<file path="src/rtl/stream_mux_pkg.sv">
// Shared constants for the round-robin stream multiplexer.
package stream_mux_pkg;

  localparam logic MODE_SEL = 1'b0;
  localparam logic MODE_RR  = 1'b1;

endpackage

</file>
<file path="src/rtl/stream_mux_rr_if.sv">
// Handshake bundle between N producer streams, the mux and its single consumer.
interface stream_mux_rr_if #(
  parameter int unsigned N     = 4,
  parameter int unsigned WIDTH = 8
) ();
  localparam int unsigned SELW = $clog2(N);

  logic [N*WIDTH-1:0] in_data;
  logic [N-1:0]       in_valid;
  logic [N-1:0]       in_last;
  logic [N-1:0]       in_ready;
  logic               mode;
  logic [SELW-1:0]    sel;
  logic [WIDTH-1:0]   out_data;
  logic               out_valid;
  logic               out_last;
  logic [SELW-1:0]    out_src;
  logic               out_ready;

  // Mux side
  modport slave (
    input  in_data, in_valid, in_last, mode, sel, out_ready,
    output in_ready, out_data, out_valid, out_last, out_src
  );

  // Producer/consumer side
  modport master (
    output in_data, in_valid, in_last, mode, sel, out_ready,
    input  in_ready, out_data, out_valid, out_last, out_src
  );
endinterface

</file>
<file path="src/rtl/rr_arbiter.sv">
// Combinational round-robin search: first requester after ptr, modulo N.
module rr_arbiter #(
  parameter int unsigned N = 4
) (
  input  logic [N-1:0]         req,
  input  logic [$clog2(N)-1:0] ptr,
  input  logic                 en,
  output logic                 gnt_valid,
  output logic [$clog2(N)-1:0] gnt_idx
);
  localparam int unsigned SELW = $clog2(N);

  logic [SELW-1:0] idx;

  always_comb begin
    gnt_valid = 1'b0;
    gnt_idx   = '0;
    idx       = '0;
    for (int unsigned k = 1; k <= N; k++) begin
      idx = SELW'((32'(ptr) + k) % N);
      if (en && !gnt_valid && req[idx]) begin
        gnt_valid = 1'b1;
        gnt_idx   = idx;
      end
    end
  end
endmodule

</file>
<file path="src/rtl/stream_mux_rr.sv">
// N-to-1 stream mux with registered output slot, explicit or round-robin steering.
// Optional packet lock enabled by defining MUX_LOCK_EN.
module stream_mux_rr
  import stream_mux_pkg::*;
#(
  parameter int unsigned WIDTH = 8,
  parameter int unsigned N     = 4
) (
  input logic            clk,
  input logic            rst_n,
  stream_mux_rr_if.slave bus
);
  localparam int unsigned SELW = $clog2(N);

  logic             out_valid_q, out_valid_d;
  logic [WIDTH-1:0] out_data_q,  out_data_d;
  logic             out_last_q,  out_last_d;
  logic [SELW-1:0]  out_src_q,   out_src_d;
  logic [SELW-1:0]  ptr_q,       ptr_d;

  logic             load_en_c;
  logic             locked_c;
  logic [SELW-1:0]  lock_idx_c;
  logic             rr_valid_c;
  logic [SELW-1:0]  rr_idx_c;
  logic             gnt_valid_c;
  logic [SELW-1:0]  gnt_idx_c;
  logic             xfer_c;
  logic [N-1:0]     in_ready_c;

  rr_arbiter #(.N(N)) u_arb (
    .req       (bus.in_valid),
    .ptr       (ptr_q),
    .en        ((bus.mode == MODE_RR) && !locked_c),
    .gnt_valid (rr_valid_c),
    .gnt_idx   (rr_idx_c)
  );

  // Grant selection: lock overrides mode; out-of-range sel never grants
  always_comb begin
    gnt_valid_c = 1'b0;
    gnt_idx_c   = '0;
    if (locked_c) begin
      gnt_idx_c   = lock_idx_c;
      gnt_valid_c = bus.in_valid[lock_idx_c];
    end else if (bus.mode == MODE_RR) begin
      gnt_idx_c   = rr_idx_c;
      gnt_valid_c = rr_valid_c;
    end else if ({1'b0, bus.sel} < (SELW+1)'(N)) begin
      gnt_idx_c   = bus.sel;
      gnt_valid_c = bus.in_valid[bus.sel];
    end
  end

  assign load_en_c = !out_valid_q || bus.out_ready;
  assign xfer_c    = gnt_valid_c && load_en_c;

  always_comb begin
    in_ready_c = '0;
    if (xfer_c) in_ready_c[gnt_idx_c] = 1'b1;
  end

  // Output slot and round-robin pointer
  always_comb begin
    out_valid_d = out_valid_q;
    out_data_d  = out_data_q;
    out_last_d  = out_last_q;
    out_src_d   = out_src_q;
    ptr_d       = ptr_q;
    if (xfer_c) begin
      out_valid_d = 1'b1;
      out_data_d  = bus.in_data[32'(gnt_idx_c)*WIDTH +: WIDTH];
      out_last_d  = bus.in_last[gnt_idx_c];
      out_src_d   = gnt_idx_c;
      ptr_d       = gnt_idx_c;
    end else if (bus.out_ready) begin
      out_valid_d = 1'b0;
    end
  end

  always_ff @(posedge clk or negedge rst_n) begin
    if (!rst_n) begin
      out_valid_q <= 1'b0;
      out_data_q  <= '0;
      out_last_q  <= 1'b0;
      out_src_q   <= '0;
      ptr_q       <= SELW'(N - 1);
    end else begin
      out_valid_q <= out_valid_d;
      out_data_q  <= out_data_d;
      out_last_q  <= out_last_d;
      out_src_q   <= out_src_d;
      ptr_q       <= ptr_d;
    end
  end

`ifdef MUX_LOCK_EN
  logic            lock_q,     lock_d;
  logic [SELW-1:0] lock_idx_q, lock_idx_d;

  // Hold the grant on a channel from its first non-last beat until its last beat
  always_comb begin
    lock_d     = lock_q;
    lock_idx_d = lock_idx_q;
    if (xfer_c) begin
      lock_d     = !bus.in_last[gnt_idx_c];
      lock_idx_d = gnt_idx_c;
    end
  end

  always_ff @(posedge clk or negedge rst_n) begin
    if (!rst_n) begin
      lock_q     <= 1'b0;
      lock_idx_q <= '0;
    end else begin
      lock_q     <= lock_d;
      lock_idx_q <= lock_idx_d;
    end
  end

  assign locked_c   = lock_q;
  assign lock_idx_c = lock_idx_q;
`else
  assign locked_c   = 1'b0;
  assign lock_idx_c = '0;
`endif

  assign bus.in_ready  = in_ready_c;
  assign bus.out_valid = out_valid_q;
  assign bus.out_data  = out_data_q;
  assign bus.out_last  = out_last_q;
  assign bus.out_src   = out_src_q;
endmodule

</file>
<file path="src/flat_wrapper.sv">
// flat-port wrapper written by rule: the top's interface ports become plain ports
module stream_mux_rr_flat import stream_mux_pkg::*;
#(
  parameter int unsigned WIDTH = 8,
  parameter int unsigned N     = 4
)
  (clk, rst_n, bus_in_data, bus_in_valid, bus_in_last, bus_mode, bus_sel, bus_out_ready, bus_in_ready, bus_out_data, bus_out_valid, bus_out_last, bus_out_src);
  stream_mux_rr_if #(.N(N), .WIDTH(WIDTH)) bus_i ();
  input logic clk;
  input logic rst_n;
  input wire logic [$bits(bus_i.in_data)-1:0] bus_in_data;
  input wire logic [$bits(bus_i.in_valid)-1:0] bus_in_valid;
  input wire logic [$bits(bus_i.in_last)-1:0] bus_in_last;
  input wire logic [$bits(bus_i.mode)-1:0] bus_mode;
  input wire logic [$bits(bus_i.sel)-1:0] bus_sel;
  input wire logic [$bits(bus_i.out_ready)-1:0] bus_out_ready;
  output wire logic [$bits(bus_i.in_ready)-1:0] bus_in_ready;
  output wire logic [$bits(bus_i.out_data)-1:0] bus_out_data;
  output wire logic [$bits(bus_i.out_valid)-1:0] bus_out_valid;
  output wire logic [$bits(bus_i.out_last)-1:0] bus_out_last;
  output wire logic [$bits(bus_i.out_src)-1:0] bus_out_src;
  assign bus_i.in_data = bus_in_data;
  assign bus_i.in_valid = bus_in_valid;
  assign bus_i.in_last = bus_in_last;
  assign bus_i.mode = bus_mode;
  assign bus_i.sel = bus_sel;
  assign bus_i.out_ready = bus_out_ready;
  assign bus_in_ready = bus_i.in_ready;
  assign bus_out_data = bus_i.out_data;
  assign bus_out_valid = bus_i.out_valid;
  assign bus_out_last = bus_i.out_last;
  assign bus_out_src = bus_i.out_src;
  stream_mux_rr #(.WIDTH(WIDTH), .N(N)) u_core (.clk(clk), .rst_n(rst_n), .bus(bus_i));
endmodule
</file>
<file path="config.mk">
export PLATFORM = sky130hd
export DESIGN_NAME = stream_mux_rr_flat
export DESIGN_NICKNAME = d
export VERILOG_FILES = /design/src/rtl/stream_mux_pkg.sv /design/src/rtl/stream_mux_rr_if.sv /design/src/rtl/rr_arbiter.sv /design/src/rtl/stream_mux_rr.sv /design/src/flat_wrapper.sv
export SDC_FILE = /design/constraint.sdc
export NUM_CORES = 1
export LEC_CHECK = 0
export BUFFER_PORTS_ARGS = -buffer_cell sky130_fd_sc_hd__buf_2
export CAP_MARGIN = 20
export CORE_MARGIN = 5
export CORE_UTILIZATION = 49
export DETAILED_ROUTE_END_ITERATION = 10
export PLACE_DENSITY = 0.95
export SYNTH_ARGS = -nofsm -noshare
export SYNTH_HDL_FRONTEND = slang
export SYNTH_SLANG_ARGS = --single-unit
export TNS_END_PERCENT = 5
</file>
<file path="constraint.sdc">
create_clock -name clk -period 3.95 [get_ports clk]
set_input_delay 0.5925 -clock clk [delete_from_list [all_inputs] [get_ports clk]]
set_output_delay 0.5925 -clock clk [all_outputs]
set_load 0.01 [all_outputs]
</file>
==> impl_metrics.toml <==
[run_status]
status = "completed"

[placement]
gp_congestion = 0.728
dp.final_hpwl_um = 2580
dpl_worst_slack_ns = 0.697
io_buffers = 61

[layout]
layout-drive-gt1-share_pct = 47.7
area_growth_pct = 25.5
antenna_cells = 0
fin_nets = 223
fin_util_pct = 62.7

[critical_path]
arrival_ns = 2.94
path_class = "reg -> out"
cp.required_ns = 3.36
cp-end-kind = "primary output"
cp_max_fo = 20
worstReg2RegStart = "u_core.ptr_q[1]"
cp-start-kind = "register"
startpoint = "u_core.ptr_q[1]"

[logic_synthesis]
async_reset_ff_share_pct = 100
ys_seq_area_share_pct = 29.0
synth.net_count = 168
yosys_warnings = 0
synth_most_common_cell = "mux2i_1"
synth_area_leaders = "dfrtp_1, mux2i_1, o221a_1"
ys.flop_type = "dfrtp_1"
syn_avg_cell_area_um2 = 9.96
syn_inst = 122
netlist_area_um2 = 1210
yosysTopAreaCell = "dfrtp_1"
ys_top_cells_by_count = "mux2i_1, dfrtp_1, buf_2"
synth_top_area_share_pct = 24.7
synth_seq_cells = 14
netlist-cell-type-count = 42
synth-edff-count = 0

[global_route]
grt_pass1_wl_um = 5320
grt_antenna_before_repair = 0
grt_overflow = 0
grt_max_degree = 26
grt_pass1_vias = 1206
grtUsageTotal_pct = 19.4

[sta]
fin_skew_ns = 0.0119
hold_viol = 0
rsz0062_at_grt = "false"
setup_viol = 0
fmax_mhz = 283
layout_setup_ws_ns = 0.415
timing.final.crit_share_pct = 89.5
post-route-min-period_ns = 3.54
tns_ns = 0
slew_headroom_pct = 64.9
slew_violations = 0
worst_slew_pin_slew_ns = 0.524

[clock_network]
cts_hold_buf = 0
clock-sinks = 14
post-cts-setup-buffers = 0
clock_path_buffers = 2
clk_pin_slew_ns = 0.09
cts_made_buffers = 3
clock_latency_ns = 0.29
h-tree-depth = 1
clock-root-buffer = "clkbuf_4"
cts_tree = "done"
cts_resized = 0

[power_and_ir_drop]
power_mw = 0.832
p_per_area_nw_per_um2 = 545
power.leakage_nw = 0.717
ir_drop_uv = 353

[job]
cap_violations = 0

[hold_path]
hold_path_class = "in -> async"

[drt]
drt_iter0_drc = 48
totalWireLength_um = 3300
drtAntennaViolNets = 0
dr.pass1.iters = 4
wl_per_cell_um = 16.0
routed_via_density = 5.79
dr_total_vias = 1193
drc = 0

[floorplan]
core_um2 = 2430
rows = 18
die_w_um = 59.8
die-area_um2 = 3580
fp.dieH_um = 59.8
initial_core_util_pct = 49.9
io_pins = 62
[registers in the layout (all words and copies together), names as in the netlist]
| signal | count |
|---|---|
| u_core.ptr_q | 2 |
| u_core.bus.out_valid | 1 |
| u_core.bus.out_src | 2 |
| u_core.bus.out_data | 8 |
| u_core.bus.out_last | 1 |
[cells in the final DEF (no fill, tap or decap), types with 4 or more instances in the layout]
| cell type | netlist | routed |
|---|---|---|
| nand2b_1 | 5 | 5 |
| mux2_2 | 4 | 4 |
| inv_1 | 5 | 5 |
| nand3_1 | 10 | 10 |
| buf_2 | 11 | 61 |
| o221a_1 | 8 | 8 |
| dfrtp_1 | 12 | 12 |
| mux2i_1 | 14 | 14 |
| mux2_4 | 5 | 5 |
[stage by stage]
step / cell area [um^2] / std cells / hold slack, ns
2_1_floorplan: 1210 / 122 / 0.297
3_3_place_gp: 1500 / 202 / 0.471
3_5_place_dp: 1500 / 202 / 0.483
4_1_cts: 1530 / 206 / 0.197
5_1_grt: 1530 / 206 / 0.198
6_report: 1530 / 206 / 0.191
[final timing paths]
check	to	slack, ns	depth (start not counted)
setup reg to reg	u_core.bus.out_data[6]	1.17	7
setup / recovery	bus_in_ready[2]	0.41	8
max in group asynchronous	u_core.ptr_q[0]	3.45	1
hold reg to reg	u_core.bus.out_src[1]	0.49	1
hold / removal	u_core.bus.out_data[2]	0.19	1
min in group clk	u_core.bus.out_src[1]	0.49	1
[logic make-up after synthesis]
logic type	Yosys count	share of synthesized area, %
compound gates	29	22.8
buf+inv	20	8.55
mux	24	23.3
simple gates	35	16.4
flops	14	29.0
[routing by layer]
metal / global-route usage [%] / share of wire, % / up-vias / routed length, um
met5: 0 / 0 / - / 0
met2: 31.3 / 48 / 56 / 1590
li1: - / - / 577 / -
met1: 25.3 / 41 / 556 / 1360
met3: 4.97 / 9.5 / 4 / 315
met4: 5.70 / 1.2 / 0 / 38
[final cells by class]
| class | instances | area [um^2] |
|---|---|---|
| Clock buffer | 4 | 26.3 |
| Fill cell | 211 | 907 |
| Inverter | 6 | 22.5 |
| Multi-Input combinational cell | 88 | 758 |
| Sequential cell | 14 | 353 |
| Tap cell | 30 | 37.5 |
| Timing Repair Buffer | 64 | 328 |
[where the power goes]
part           internal [mW]  leakage (nW)  switching, mW
Sequential             0.214         0.152         0.0776
Clock                 0.0392        0.0150         0.0468
Combinational          0.234         0.549          0.220
[critical path, stage by stage, from the launching register on]
cell and delay (ns):
dfstp_2 0.73, nand2_1 0.18, a32oi_1 0.39, a2111oi_4 0.11, or3_1 0.38, a31oi_1 0.22
nand2b_1 0.41, nor2b_1 0.08, buf_2 0.15
(Power assumes the default switching activity.)
